### src/rtl/shifter_pkg.sv
// ----------------------------------------------------------------------------
// shifter_pkg
// Shared types for the multi-cycle shifter (seq_shifter) and its
// combinational step unit (shift_step).
//   shift_op_t : shift mode encoding, matches the 2-bit `op` port
//   state_t    : control FSM states
// ----------------------------------------------------------------------------
package shifter_pkg;

    typedef enum logic [1:0] {
        SHIFT_SLL = 2'b00,
        SHIFT_SRL = 2'b01,
        SHIFT_SRA = 2'b10,
        SHIFT_ROR = 2'b11
    } shift_op_t;

    typedef enum logic [1:0] {
        ST_IDLE  = 2'b00,
        ST_SHIFT = 2'b01,
        ST_DONE  = 2'b10
    } state_t;

endpackage

### src/rtl/shift_step.sv
// ----------------------------------------------------------------------------
// shift_step
// Combinational N-bit shift by k positions (0 <= k <= STEP) in one of the
// four shifter modes. Also returns the last bit shifted out (0 when k = 0).
// Ports:
//   word_i : word to shift
//   k_i    : number of positions for this step
//   op_i   : shift mode
//   sign_i : fill bit for SRA (sign of the originally latched operand)
//   word_o : shifted word
//   last_o : last bit that left the word
// ----------------------------------------------------------------------------
module shift_step
    import shifter_pkg::*;
#(
    parameter int N    = 4,
    parameter int STEP = 1,
    parameter int KW   = $clog2(STEP + 1)
) (
    input  logic [N-1:0]  word_i,
    input  logic [KW-1:0] k_i,
    input  shift_op_t     op_i,
    input  logic          sign_i,
    output logic [N-1:0]  word_o,
    output logic          last_o
);

    // Unrolled chain of STEP single-bit stages; stage i is active when i < k.
    always_comb begin
        logic [N-1:0] w;
        logic         lo;
        w  = word_i;
        lo = 1'b0;
        for (int i = 0; i < STEP; i++) begin
            if (i < int'(k_i)) begin
                case (op_i)
                    SHIFT_SLL: begin
                        lo = w[N-1];
                        w  = {w[N-2:0], 1'b0};
                    end
                    SHIFT_SRL: begin
                        lo = w[0];
                        w  = {1'b0, w[N-1:1]};
                    end
                    SHIFT_SRA: begin
                        lo = w[0];
                        w  = {sign_i, w[N-1:1]};
                    end
                    SHIFT_ROR: begin
                        lo = w[0];
                        w  = {w[0], w[N-1:1]};
                    end
                endcase
            end
        end
        word_o = w;
        last_o = lo;
    end

endmodule

### src/rtl/seq_shifter.sv
// ----------------------------------------------------------------------------
// seq_shifter
// Multi-cycle shifter (SLL, SRL, SRA, ROR) that moves at most STEP bit
// positions per clock. Driven through a start/busy/done handshake.
// Optional flags: define SEQ_SHIFTER_FLAGS_EN to compute `zero`/`carry`;
// otherwise both are tied to 0 and the carry logic is absent.
// Ports:
//   clk, rst_n : clock, asynchronous active-low reset
//   start      : request, sampled only while idle
//   a, b, op   : operand, shift amount, mode (00 SLL, 01 SRL, 10 SRA, 11 ROR)
//   c          : result, held until the next accepted start
//   busy       : from the cycle after acceptance through the done cycle
//   done       : one-cycle pulse when c is valid
//   zero       : c == 0, valid with done
//   carry      : last bit shifted out, valid with done
// ----------------------------------------------------------------------------
module seq_shifter
    import shifter_pkg::*;
#(
    parameter int N    = 4,
    parameter int STEP = 1
) (
    input  logic                 clk,
    input  logic                 rst_n,
    input  logic                 start,
    input  logic [N-1:0]         a,
    input  logic [$clog2(N)-1:0] b,
    input  logic [1:0]           op,
    output logic [N-1:0]         c,
    output logic                 busy,
    output logic                 done,
    output logic                 zero,
    output logic                 carry
);

    // rem must hold N itself (saturated SLL/SRL/SRA for b >= N)
    localparam int RW = $clog2(N + 1);
    localparam int KW = $clog2(STEP + 1);

    state_t        state_q;
    logic [RW-1:0] rem_q;
    logic [N-1:0]  c_q;
    logic          busy_q;
    logic          done_q;

    logic [N-1:0]  work_q;
    shift_op_t     op_q;
    logic          sign_q;

    shift_op_t     op_w;
    logic [RW-1:0] eff_w;
    logic [RW-1:0] rem_d;
    logic [KW-1:0] k_w;
    logic [N-1:0]  step_word_w;
    logic          step_last_w;
    logic          fin_idle_w;
    logic          fin_shift_w;

    assign op_w = shift_op_t'(op);

    // Effective amount. b >= N is only reachable for non-power-of-two N:
    // a shift by N yields all-zero / all-sign, a rotate wraps to b - N.
    always_comb begin
        eff_w = RW'(b);
        if (int'(b) >= N) begin
            if (op_w == SHIFT_ROR) eff_w = RW'(int'(b) - N);
            else                   eff_w = RW'(N);
        end
    end

    always_comb begin
        if (int'(rem_q) >= STEP) k_w = KW'(STEP);
        else                     k_w = KW'(rem_q);
    end

    assign rem_d = rem_q - RW'(k_w);

    // Result becomes final either straight from IDLE (zero-length) or on
    // the SHIFT cycle that consumes the remaining count.
    assign fin_idle_w  = (state_q == ST_IDLE) && start && (eff_w == '0);
    assign fin_shift_w = (state_q == ST_SHIFT) && (rem_d == '0);

    shift_step #(
        .N    (N),
        .STEP (STEP),
        .KW   (KW)
    ) u_step (
        .word_i (work_q),
        .k_i    (k_w),
        .op_i   (op_q),
        .sign_i (sign_q),
        .word_o (step_word_w),
        .last_o (step_last_w)
    );

    // Working datapath; no reset needed, it is always loaded on acceptance.
    always_ff @(posedge clk) begin
        if (state_q == ST_IDLE && start) begin
            work_q <= a;
            op_q   <= op_w;
            sign_q <= a[N-1];
        end else if (state_q == ST_SHIFT) begin
            work_q <= step_word_w;
        end
    end

    // Control FSM with registered handshake outputs and result register.
    always_ff @(posedge clk or negedge rst_n) begin
        if (!rst_n) begin
            state_q <= ST_IDLE;
            rem_q   <= '0;
            c_q     <= '0;
            busy_q  <= 1'b0;
            done_q  <= 1'b0;
        end else begin
            case (state_q)
                ST_IDLE: begin
                    done_q <= 1'b0;
                    if (start) begin
                        busy_q <= 1'b1;
                        rem_q  <= eff_w;
                        if (fin_idle_w) begin
                            state_q <= ST_DONE;
                            done_q  <= 1'b1;
                            c_q     <= a;
                        end else begin
                            state_q <= ST_SHIFT;
                        end
                    end
                end
                ST_SHIFT: begin
                    rem_q <= rem_d;
                    if (fin_shift_w) begin
                        state_q <= ST_DONE;
                        done_q  <= 1'b1;
                        c_q     <= step_word_w;
                    end
                end
                ST_DONE: begin
                    state_q <= ST_IDLE;
                    done_q  <= 1'b0;
                    busy_q  <= 1'b0;
                end
                default: begin
                    state_q <= ST_IDLE;
                    done_q  <= 1'b0;
                    busy_q  <= 1'b0;
                end
            endcase
        end
    end

    assign c    = c_q;
    assign busy = busy_q;
    assign done = done_q;

`ifdef SEQ_SHIFTER_FLAGS_EN
    logic zero_q;
    logic carry_q;
    logic carry_imm_w;

    // Zero-length result: only a rotate by exactly N has moved bits, and
    // the last one out of the LSB is then a[N-1].
    assign carry_imm_w = (op_w == SHIFT_ROR && b != '0) ? a[N-1] : 1'b0;

    always_ff @(posedge clk or negedge rst_n) begin
        if (!rst_n) begin
            zero_q  <= 1'b0;
            carry_q <= 1'b0;
        end else if (fin_idle_w) begin
            zero_q  <= (a == '0);
            carry_q <= carry_imm_w;
        end else if (fin_shift_w) begin
            zero_q  <= (step_word_w == '0);
            carry_q <= step_last_w;
        end
    end

    assign zero  = zero_q;
    assign carry = carry_q;
`else
    logic unused_step_last;
    assign unused_step_last = step_last_w;
    assign zero  = 1'b0;
    assign carry = 1'b0;
`endif

endmodule

### config.mk
export PLATFORM = sky130hd
export DESIGN_NAME = seq_shifter
export DESIGN_NICKNAME = d
export VERILOG_FILES = /design/src/rtl/shifter_pkg.sv /design/src/rtl/shift_step.sv /design/src/rtl/seq_shifter.sv
export SDC_FILE = /design/constraint.sdc
export NUM_CORES = 1
export LEC_CHECK = 0
export BUFFER_PORTS_ARGS = -buffer_cell sky130_fd_sc_hd__buf_2
export CAP_MARGIN = 10
export CORE_UTILIZATION = 46
export CTS_CLUSTER_SIZE = 8
export DETAILED_ROUTE_END_ITERATION = 10
export PLACE_DENSITY = 0.72
export SYNTH_ARGS = -nofsm -noshare
export SYNTH_HDL_FRONTEND = slang
export SYNTH_SLANG_ARGS = --single-unit
### constraint.sdc
create_clock -name clk -period 1.9 [get_ports clk]
set_input_delay 0.285 -clock clk [delete_from_list [all_inputs] [get_ports clk]]
set_output_delay 0.285 -clock clk [all_outputs]
set_load 0.05 [all_outputs]
* Word level (Yosys, flattened, before mapping)
Index checks and enable logic that the tools add are counted.
** Storage, ports and cells
- Register bits :: 18
- Input port bits :: 11
- Word-level logic and storage cells :: 53
** Operators by class
- $add $sub $neg :: 1
- Magnitude comparators :: 2
- Eq/ne operators :: 7
- Mux-type cells :: 21
- Bitwise gates (word level) :: 1
- Reduce and logical (&&, ||, !) cells :: 13
** Operator list (number)
- 4-bit two-way mux :: 6
- 4-bit one-hot mux with 4 select lines :: 1
- 4-bit one-hot mux with 2 select lines :: 1
- 3-bit logical NOT :: 2
- 2-bit two-way mux :: 3
- 2-bit != test, second input constant :: 3
- 3-bit one-hot mux with 2 select lines :: 1
- 2-bit AND reduction :: 3
- 1-bit two-way mux :: 5
- 2-bit by 1-bit == test with 1-bit output, second input constant :: 2
- 2-bit == test, second input constant :: 2
- 2-bit logical NOT :: 2
- 1-bit one-hot mux with 2 select lines :: 2
- 2-bit one-hot mux with 2 select lines :: 1
- 4-bit AND reduction :: 1
- 2-bit nonzero test :: 2
- 3-bit by 1-bit >= comparator with 1-bit output, second input constant :: 1
- 1-bit logical AND :: 3
- 3-bit two-way mux :: 1
- 3-bit by 1-bit subtractor with 3-bit output :: 1
- 1-bit < comparator, first input constant :: 1
- 1-bit NOT :: 1

* Longest topological paths before layout
Gate-level depths: netlist of the first run.
- Depth in word-level cells :: 7
- Mapped depth :: 8
- Mapped depth without buffers :: 7

* Cells and area by module
From an unflattened synthesis of the first run, not the netlist that was laid out.
** Second synthesis, totals
- Cell total of the unflattened synthesis :: 92
- Area total of the unflattened synthesis :: 949.7 um^2
** By module, submodules not included
- seq_shifter :: times used 1, cells each 74, area each 842.1 um^2
- shift_step :: times used 1, cells each 18, area each 107.6 um^2

* Worst setup path after synthesis of the first run
Ideal clock, no wire load.
- Path kind :: register -> register
- Start :: reg rem_q[0]
- End :: reg done_q, in the netlist done
- Setup time :: 0.120 ns
- Arrival :: 1.674 ns
- Slack :: 0.106 ns
- Cell stages (with the launch flop) :: 8
- Buffers on the path :: 1
- Period minus slack after synthesis :: 1.794 ns
- Cell sequence :: dfrtp_1 -> nor3_1 -> nor2_1 -> ha_1 -> xnor2_1 -> a32o_1 -> buf_6 -> a31o_1
** On the way
- Word-level cells in the longest chain between the ends :: 6
** Ends and longest elaborated chain
- from (decl) :: RTL line seq_shifter.sv:41 : logic [RW-1:0] rem_q;
- from (signal assigned) :: RTL line seq_shifter.sv:121 : rem_q <= eff_w;
- from (signal assigned) :: RTL line seq_shifter.sv:132 : rem_q <= rem_d;
- 3-bit by 1-bit >= comparator with 1-bit output :: RTL line seq_shifter.sv:72 : if (int'(rem_q) >= STEP) k_w = KW'(STEP);
- 1-bit two-way mux :: RTL line seq_shifter.sv:72
- 3-bit by 1-bit subtractor with 3-bit output (*) :: RTL line seq_shifter.sv:76 : assign rem_d = rem_q - RW'(k_w);
- 3-bit logical NOT (*) :: RTL line seq_shifter.sv:81 : assign fin_shift_w = (state_q == ST_SHIFT) && (rem_d == '0);
- 1-bit logical AND (*) :: RTL line seq_shifter.sv:81
- 2-bit != test (no source line) (*)
- to (signal assigned) :: RTL line seq_shifter.sv:114 : done_q <= 1'b0;
- to (signal assigned) :: RTL line seq_shifter.sv:118 : done_q <= 1'b0;
- to (signal assigned) :: RTL line seq_shifter.sv:124 : done_q <= 1'b1;
- to (decl) :: RTL line seq_shifter.sv:44 : logic done_q;
Mark *: on every way between the ends. The rest lies on a longest branch, timed or not.
A chain may end at the register's enable or synchronous reset.

* Final worst setup path of the first run
- Start :: reg rem_q[2]
- End :: reg c_q[3], in the netlist c[3]
** On the way
- Word-level cells in the longest chain between the ends :: 7
- Elaborated cells on any way between the ends :: 11
- Those cells by class :: add/sub: 1; order compare: 2; eq/ne: 1; mux: 4; reduce/logical: 3
** Ends and longest elaborated chain
- 3-bit by 1-bit >= comparator with 1-bit output :: RTL line seq_shifter.sv:72
- 1-bit two-way mux :: RTL line seq_shifter.sv:72
- 3-bit by 1-bit subtractor with 3-bit output :: RTL line seq_shifter.sv:76
- 3-bit logical NOT :: RTL line seq_shifter.sv:81
- 1-bit logical AND :: RTL line seq_shifter.sv:81
- 2-bit != test (no source line)
- 4-bit AND reduction (no source line)
- to (signal assigned) :: RTL line seq_shifter.sv:136 : c_q <= step_word_w;
- to (decl) :: RTL line seq_shifter.sv:42 : logic [N-1:0] c_q;
Parallel ways exist; a longest one is shown, timed or not. The select of a mux whose other input is x is not followed.

==> insert_results.sql, run 1 <==
INSERT INTO impl_metrics (metric_group, metric, value, unit) VALUES
('route', 'dr.pass1.iters', '4', ''),
('critical_path', 'cp_max_fo', '5', ''),
('run', 'max_cap_violations', '0', ''),
('status', 'status', 'finished clean', ''),
('cts', 'tritoncts_num_sinks', '18', ''),
('grt', 'grt_start_max_net_pins', '14', ''),
('route', 'drt-initial-drc-count', '23', ''),
('critical_path', 'r2r_slack', '50', 'ps'),
('finish', 'share_of_post_route_cells_with_drive_strength_above_1', '0.273', ''),
('route', 'routed_via_density', '5.55', ''),
('synthesis', 'netlist-cell-type-count', '32', ''),
('finish', 'layout-area-overhead-vs-synth', '21.8', '%'),
('floorplan', 'initial_core_util', '0.517', ''),
('route', 'route.final.wire_length', '2.07', 'mm'),
('cts', 'cts-root-buf', 'clkbuf_4', ''),
('grt', 'grt_util_all_layers', '0.216', ''),
('synthesis', 'edff_count_synth', '7', ''),
('synthesis', 'synth-warning-count', '0', ''),
('synthesis', 'synth_async_reset_ratio', '0.611', ''),
('floorplan', 'placement_rows', '15', ''),
('critical_path', 'cp.arrival', '2060', 'ps'),
('power_and_ir_drop', 'p_int', '1.21', 'mW'),
('timing', 'hold_violation_count_in_the_final_report', '0', ''),
('critical_path', 'critical-path-top-delay-family', 'compound AO/OA/AOI/OAI gates', ''),
('critical_path', 'path_cells', 'nor3_2 -> nor2_1 -> ha_1 -> xnor2_2 -> a32o_2 -> o311ai_2 -> o21a_1', ''),
('cts', 'clkTransAtPathRegs', '110', 'ps'),
('timing', 'timing.final.max_slew_violations', '0', ''),
('placement', 'hpwlAfterDp', '1.42', 'mm'),
('route', 'drt-wirelength-per-cell', '14.2', 'µm'),
('cts', 'insertion_delay_to_the_later_sink_of_the_worst_skew_pair', '300', 'ps'),
('finish', 'final_core_occ', '0.629', ''),
('critical_path', 'critical_path_class', 'register to register', ''),
('power_and_ir_drop', 'power.share.combinational', '0.566', ''),
('placement', 'finalWeightedCongestion', '0.825', ''),
('finish', 'antenna-diode-count', '0', ''),
('cts', 'h-tree-depth', '1', ''),
('synthesis', 'synth_sequential_area_ratio', '0.522', ''),
('power_and_ir_drop', 'power.net_switching', '1.05', 'mW'),
('power_and_ir_drop', 'vdd_drop_max', '0.000973', 'V'),
('critical_path', 'critPathSlowestCell', 'dfrtp_1', ''),
('finish', 'final_common_cell', 'nor2_1', ''),
('timing', 'layout_min_cycle_time', '1850', 'ps'),
('timing', 'setup_viol_count_final', '0', ''),
('floorplan', 'die_h', '47.0', 'µm'),
('synthesis', 'synth.ff_latch_count', '18', ''),
('synthesis', 'synthesis.area_per_instance', '9.70', 'µm²'),
('floorplan', 'placeableCoreArea', '1800', 'µm²'),
('route', 'route.antenna.remaining_nets', '0', ''),
('synthesis', 'synthesis.instances', '96', ''),
('timing', 'clock-skew-final', '4.85', 'ps'),
('timing', 'holdWs', '155', 'ps'),
('power_and_ir_drop', 'power.static_leakage', '0.519', 'nW'),
('synthesis', 'syn_area', '931', 'µm²'),
('floorplan', 'chipWidth', '47.0', 'µm'),
('floorplan', 'ioPinCount', '19', ''),
('critical_path', 'critPathCaptureType', 'register', ''),
('power_and_ir_drop', 'clkPwrFrac', '0.107', ''),
('placement', 'port_buffers', '16', ''),
('route', 'dr_total_vias', '811', ''),
('route', 'drc', '0', ''),
('power_and_ir_drop', 'power_density', '1990', 'nW/µm²'),
('critical_path', 'timing.critical_path.buf_inv', '0', ''),
('power_and_ir_drop', 'power.share.sequential', '0.327', ''),
('floorplan', 'design.die.area', '2210', 'µm²'),
('timing', 'post-route-period-util', '0.976', ''),
('cts', 'ctsLongestPathBuffers', '2', ''),
('critical_path', 'startpoint_type', 'register', ''),
('power_and_ir_drop', 'sw_frac_of_total', '0.466', ''),
('cts', 'cts_tree', 'built', ''),
('synthesis', 'yosys_most_used_dff', 'dfrtp_1', ''),
('grt', 'global_route_wire_length_before_repair', '3.26', 'mm'),
('timing', 'max_freq', '540', 'MHz'),
('finish', 'final_cell_mix', '20 x nor2_1, 16 x buf_2, 11 x nand2_1, 11 x dfrtp_1, 8 x o21ai_0', ''),
('grt', 'first_global_vias', '772', ''),
('min_path', 'min_delay_worst_type', 'input pin to register', ''),
('grt', 'global_route.overflow_total', '0', ''),
('critical_path', 'crit_path_max_incr_delay', '410', 'ps'),
('cts', 'numCtsBuffers', '3', ''),
('critical_path', 'crit_required', '2110', 'ps'),
('timing', 'final_sum_of_negative_setup_slack', '0', 'ps'),
('finish', 'final_net_count', '135', ''),
('grt', 'grt_antenna_before_repair', '0', '');
[final cells by class]
cell class / instances / area (µm²)
Clock buffer: 4 / 36.3
Fill cell: 158 / 668
Multi-Input combinational cell: 68 / 412
Sequential cell: 18 / 485
Inverter: 7 / 26.3
Tap cell: 25 / 31.3
Timing Repair Buffer: 24 / 143
[final timing paths]
kind,start,end,cells after the start
worst max-delay path,rem_q[2]$_DFFE_PN0P_,c[3]$_DFFE_PN0P_,7
worst min-delay path,op[0],op_q[0]$_DFFE_PP_,1
worst max register to register,rem_q[2]$_DFFE_PN0P_,c[3]$_DFFE_PN0P_,7
worst min register to register,c[3]$_DFFE_PN0P_,c[3]$_DFFE_PN0P_,1
max in group asynchronous,rst_n,rem_q[1]$_DFFE_PN0P_,2
min in group asynchronous,rst_n,c[2]$_DFFE_PN0P_,2
[power by group through the flow]
stage | combinational, mW | clock, mW | sequential, mW
detailed placement | 1.17 | 0 | 0.738
floorplan | 0.683 | 0 | 0.935
CTS | 1.22 | 0.242 | 0.728
finish | 1.28 | 0.243 | 0.739
global placement | 1.15 | 0 | 0.730
global route | 1.40 | 0.258 | 0.762
[cell families after synthesis]
| family | count (synthesis) | share of synthesized area |
|---|---|---|
| DFF | 18 | 0.521 |
| muxes | 2 | 0.0228 |
| other | 1 | 0.00403 |
| adders and majority gates | 2 | 0.0269 |
| buffers and inverters | 12 | 0.0658 |
| AOI/OAI and AO/OA | 21 | 0.167 |
| xor gates and xnor gates | 1 | 0.00941 |
| and+or+nand+nor | 39 | 0.183 |
[stage by stage]
step	cell area [µm²]	setup WS, ps	instances	power [mW]
final	1130	46.5	146	2.26
after CTS	1110	61.4	144	2.19
after floorplan	935	106	97	1.62
after detailed placement	1050	-138	138	1.91
after global placement	1050	61.3	138	1.88
after global routing	1130	-41.8	146	2.42
[registers in the layout, indices dropped and copies added, names as in the netlist]
| name | cells |
|---|---|
| work_q | 4 |
| rem_q | 3 |
| done | 1 |
| sign_q | 1 |
| c | 4 |
| op_q | 2 |
| state_q | 2 |
| busy | 1 |
[Yosys cell counts, drive strengths merged, types with 2 or more instances]
library cell | n | share of area
a31oi | 4 | 0.027
buf | 4 | 0.034
dfrtp | 11 | 0.30
edfxtp | 7 | 0.23
ha | 2 | 0.027
inv | 7 | 0.028
nand2 | 11 | 0.044
nor2 | 20 | 0.081
nor4 | 2 | 0.013
o21ai | 8 | 0.043
or3b | 2 | 0.019
[worst register-to-register path, cell delays in order (launching register included)]
cell and delay, ps:
dfrtp_1 410, nor3_2 220, nor2_1 90, ha_1 250, xnor2_2 250, a32o_2 290
o311ai_2 120, o21a_1 120
[metal layers]
metal	routed length [µm]	GRT usage	vias up
li1	-	-	392
met1	881	0.269	389
met2	1060	0.344	25
met3	87	0.0423	5
met4	44	0.137	0
met5	0	0	-
[what timing repair did]
item / in CTS / in global routing
endpoints found under the setup margin: 4 / 5
resized for setup: 2 / 1
hold endpoints to repair: 11 / 0
cloned: 1 / 0
setup buffers: 0 / 2
hold buffers: 1 / 0
pin swaps: 1 / 3
No activity file was read; power rests on OpenSTA's default activity.
==> inputs of run 2 (changes only) <==
- ABC_AREA: unset -> 1
- RECOVER_POWER: unset -> 100
==> run 2 against run 1 <==
  * First-iteration DRC count shrank 35%
  * Cell count increased by 8.2%
  * Design area fell by 4.1%
  * Worst setup slack gained 160 ps
  * Synthesized cell count is 17% higher
  * Critical path type unchanged
  * Largest cell class unchanged
  * Largest power group unchanged
  * Highest routed layer unchanged
==> insert_results.sql, run 2 <==
INSERT INTO impl_metrics (metric_group, metric, value, unit) VALUES
('route', 'drc', '0', ''),
('synthesis', 'synth.ff_latch_count', '18', ''),
('placement', 'finalWeightedCongestion', '0.847', ''),
('grt', 'first_global_vias', '641', ''),
('timing', 'timing.final.max_slew_violations', '0', ''),
('placement', 'port_buffers', '16', ''),
('synthesis', 'synth_most_common_cell', 'nand2_1', ''),
('synthesis', 'syn_area', '973', 'µm²'),
('placement', 'postPlaceCellArea', '1060', 'µm²'),
('power_and_ir_drop', 'power_density', '1830', 'nW/µm²'),
('timing', 'tightestPinTransition', '598', 'ps'),
('floorplan', 'placement_rows', '16', ''),
('critical_path', 'timing.reg2reg.worst_path_depth', '13', ''),
('timing', 'postLayoutSetupSlackWorst', '206', 'ps'),
('synthesis', 'yosys_most_used_dff', 'dfrtp_1', ''),
('status', 'status', 'finished clean', ''),
('critical_path', 'path_cells', 'inv_1 -> nand3_4 -> inv_1 -> nor2_1 -> ha_1 -> inv_1 -> nand2_2 -> nand2_2 -> nand2_2 -> nand2_2 -> nand2_4 -> nor2_1 -> a21oi_1', ''),
('critical_path', 'critical_path_class', 'register to register', ''),
('synthesis', 'synth_commonest_cells', '26 x nand2_1, 13 x inv_1, 11 x dfrtp_1, 11 x nand3_1', ''),
('cts', 'cts-root-buf', 'clkbuf_4', ''),
('timing', 'final_sum_of_negative_setup_slack', '0', 'ps'),
('critical_path', 'crit_path_max_incr_delay', '370', 'ps'),
('critical_path', 'critPathSlowestCell', 'dfrtp_1', ''),
('route', 'drt-initial-drc-count', '15', ''),
('finish', 'filler_cell_count', '186', ''),
('placement', 'hpwlAfterDp', '1.32', 'mm'),
('synthesis', 'synthesis.area_per_instance', '8.69', 'µm²'),
('critical_path', 'cp.arrival', '1880', 'ps'),
('synthesis', 'synth_area_leader_cell', 'dfrtp_1', ''),
('power_and_ir_drop', 'power.static_leakage', '0.521', 'nW'),
('placement', 'preCtsSetupSlack', '208', 'ps'),
('critical_path', 'cp_max_fo', '8', ''),
('power_and_ir_drop', 'vdd_drop_max', '0.00108', 'V'),
('critical_path', 'critPathCaptureType', 'register', ''),
('synthesis', 'netlist-cell-type-count', '24', ''),
('timing', 'layout_min_cycle_time', '1690', 'ps'),
('floorplan', 'die_h', '48', 'µm'),
('route', 'drt-wirelength-per-cell', '10.4', 'µm'),
('route', 'dr.pass1.iters', '4', ''),
('cts', 'clkTransAtPathRegs', '100', 'ps'),
('synthesis', 'synth_sequential_area_ratio', '0.499', ''),
('cts', 'tritoncts_num_sinks', '18', ''),
('finish', 'antenna-diode-count', '0', ''),
('synthesis', 'synth-warning-count', '0', ''),
('grt', 'grt_util_all_layers', '0.179', ''),
('timing', 'hold_violation_count_in_the_final_report', '0', ''),
('timing', 'post-route-period-util', '0.892', ''),
('grt', 'global_route_wire_length_before_repair', '2.72', 'mm'),
('finish', 'final_net_count', '145', ''),
('finish', 'layout-area-overhead-vs-synth', '11.7', '%'),
('finish', 'final_common_cell', 'nand2_1', ''),
('finish', 'share_of_post_route_cells_with_drive_strength_above_1', '0.191', ''),
('route', 'route.antenna.remaining_nets', '0', ''),
('critical_path', 'startpoint_type', 'register', ''),
('route', 'routed_via_density', '4.72', ''),
('timing', 'setup_viol_count_final', '0', ''),
('synthesis', 'synth_async_reset_ratio', '0.611', ''),
('cts', 'cts_post_setup_buffers_inserted', '0', ''),
('synthesis', 'edff_count_synth', '7', ''),
('route', 'route.final.wire_length', '1.64', 'mm'),
('cts', 'ctsLongestPathBuffers', '2', ''),
('critical_path', 'cp_common_cell', 'nand2_2', ''),
('grt', 'global_route.overflow_total', '0', ''),
('run', 'max_cap_violations', '0', ''),
('timing', 'grt_setup_unrepaired', 'no', ''),
('grt', 'grt_start_max_net_pins', '13', ''),
('route', 'dr_total_vias', '745', ''),
('min_path', 'min_delay_worst_type', 'input pin to register', ''),
('finish', 'final_cell_mix', '27 x nand2_1, 14 x inv_1, 11 x nand3_1, 11 x dfrtp_1, 9 x buf_2', ''),
('synthesis', 'post_synth_main_area_contributors', 'dfrtp_1 28%, edfxtp_1 22%, nand2_1 10%', ''),
('timing', 'clock-skew-final', '1.74', 'ps'),
('timing', 'max_freq', '590', 'MHz'),
('cts', 'h-tree-depth', '1', ''),
('finish', 'fin_area', '1090', 'µm²'),
('floorplan', 'placeableCoreArea', '1980', 'µm²'),
('synthesis', 'synthesis.instances', '112', ''),
('critical_path', 'crit_required', '2090', 'ps'),
('floorplan', 'chipWidth', '48', 'µm'),
('floorplan', 'initial_core_util', '0.491', ''),
('floorplan', 'ioPinCount', '19', ''),
('floorplan', 'design.die.area', '2300', 'µm²'),
('synthesis', 'synth_top_area_share', '0.283', ''),
('timing', 'relSlewSlack', '0.601', ''),
('min_path', 'whs_path_depth', '1', ''),
('cts', 'insertion_delay_to_the_later_sink_of_the_worst_skew_pair', '290', 'ps'),
('cts', 'numCtsBuffers', '3', ''),
('cts', 'cts_tree', 'built', ''),
('grt', 'grt_antenna_before_repair', '0', '');
==> run 2: kinds of logic after synthesis <==
kind of cell,count (synthesis),share of synthesized area
DFF,18,0.499
adders and majority gates,2,0.0257
buffers and inverters,19,0.0887
and+or+nand+nor,59,0.307
AOI/OAI and AO/OA,13,0.0758
other,1,0.00385
==> run 2: layer usage <==
layer / up-vias / GRT usage / part of all wire
met5: - / 0 / 0
met4: 0 / 0.0833 / 0.013
met1: 333 / 0.231 / 0.48
met2: 16 / 0.281 / 0.46
li1: 394 / - / -
met3: 2 / 0.0453 / 0.045
==> run 2: worst max-delay path: cells and delay by family (launching register included) <==
kind | cells | cell delay (ps)
AOI/OAI and AO/OA | 1 | 70
and+or+nand+nor | 8 | 650
adders and majority gates | 1 | 190
DFF | 1 | 370
buffers and inverters | 3 | 310
==> run 2: worst paths after layout <==
check	startpoint	end	slack [ps]
max in group asynchronous	rst_n	rem_q[0]$_DFFE_PN0P_	1010
hold / removal	op[0]	op_q[0]$_DFFE_PP_	160
setup / recovery	rem_q[1]$_DFFE_PN0P_	c[3]$_DFFE_PN0P_	210
hold reg to reg	c[2]$_DFFE_PN0P_	c[2]$_DFFE_PN0P_	490
setup reg to reg	rem_q[1]$_DFFE_PN0P_	c[3]$_DFFE_PN0P_	210
min in group asynchronous	rst_n	c[0]$_DFFE_PN0P_	510
==> run 2: power by group <==
group          leakage [nW]  switching (mW)  internal, mW
Combinational         0.304           0.782         0.306
Clock                0.0150           0.114        0.0817
Sequential            0.202          0.0914         0.617
==> run 2: through the flow <==
stage / total power [mW] / std cells / util / hold slack, ps
floorplan: 1.63 / 113 / - / -10.6
global placement: 1.81 / 153 / 0.537 / 165
detailed placement: 1.84 / 153 / 0.537 / 169
CTS: 2.04 / 158 / 0.556 / 154
global route: 2.17 / 158 / 0.549 / 145
finish: 1.99 / 158 / 0.549 / 161
==> run 2: layout make-up <==
| type | instances | area, µm² | area share |
|---|---|---|---|
| Timing Repair Buffer | 17 | 81.3 | 0.0748 |
| Sequential cell | 18 | 485 | 0.446 |
| Multi-Input combinational cell | 76 | 400 | 0.368 |
| Clock buffer | 4 | 26.3 | 0.0242 |
| Inverter | 16 | 60.1 | 0.0552 |
| Tap cell | 27 | 33.8 | 0.0311 |
==> run 2: repair_timing <==
item                                   4_1_cts  5_1_grt
resized for setup                            0        0
endpoints found under the hold margin       11        0
hold buffers                                 1        0
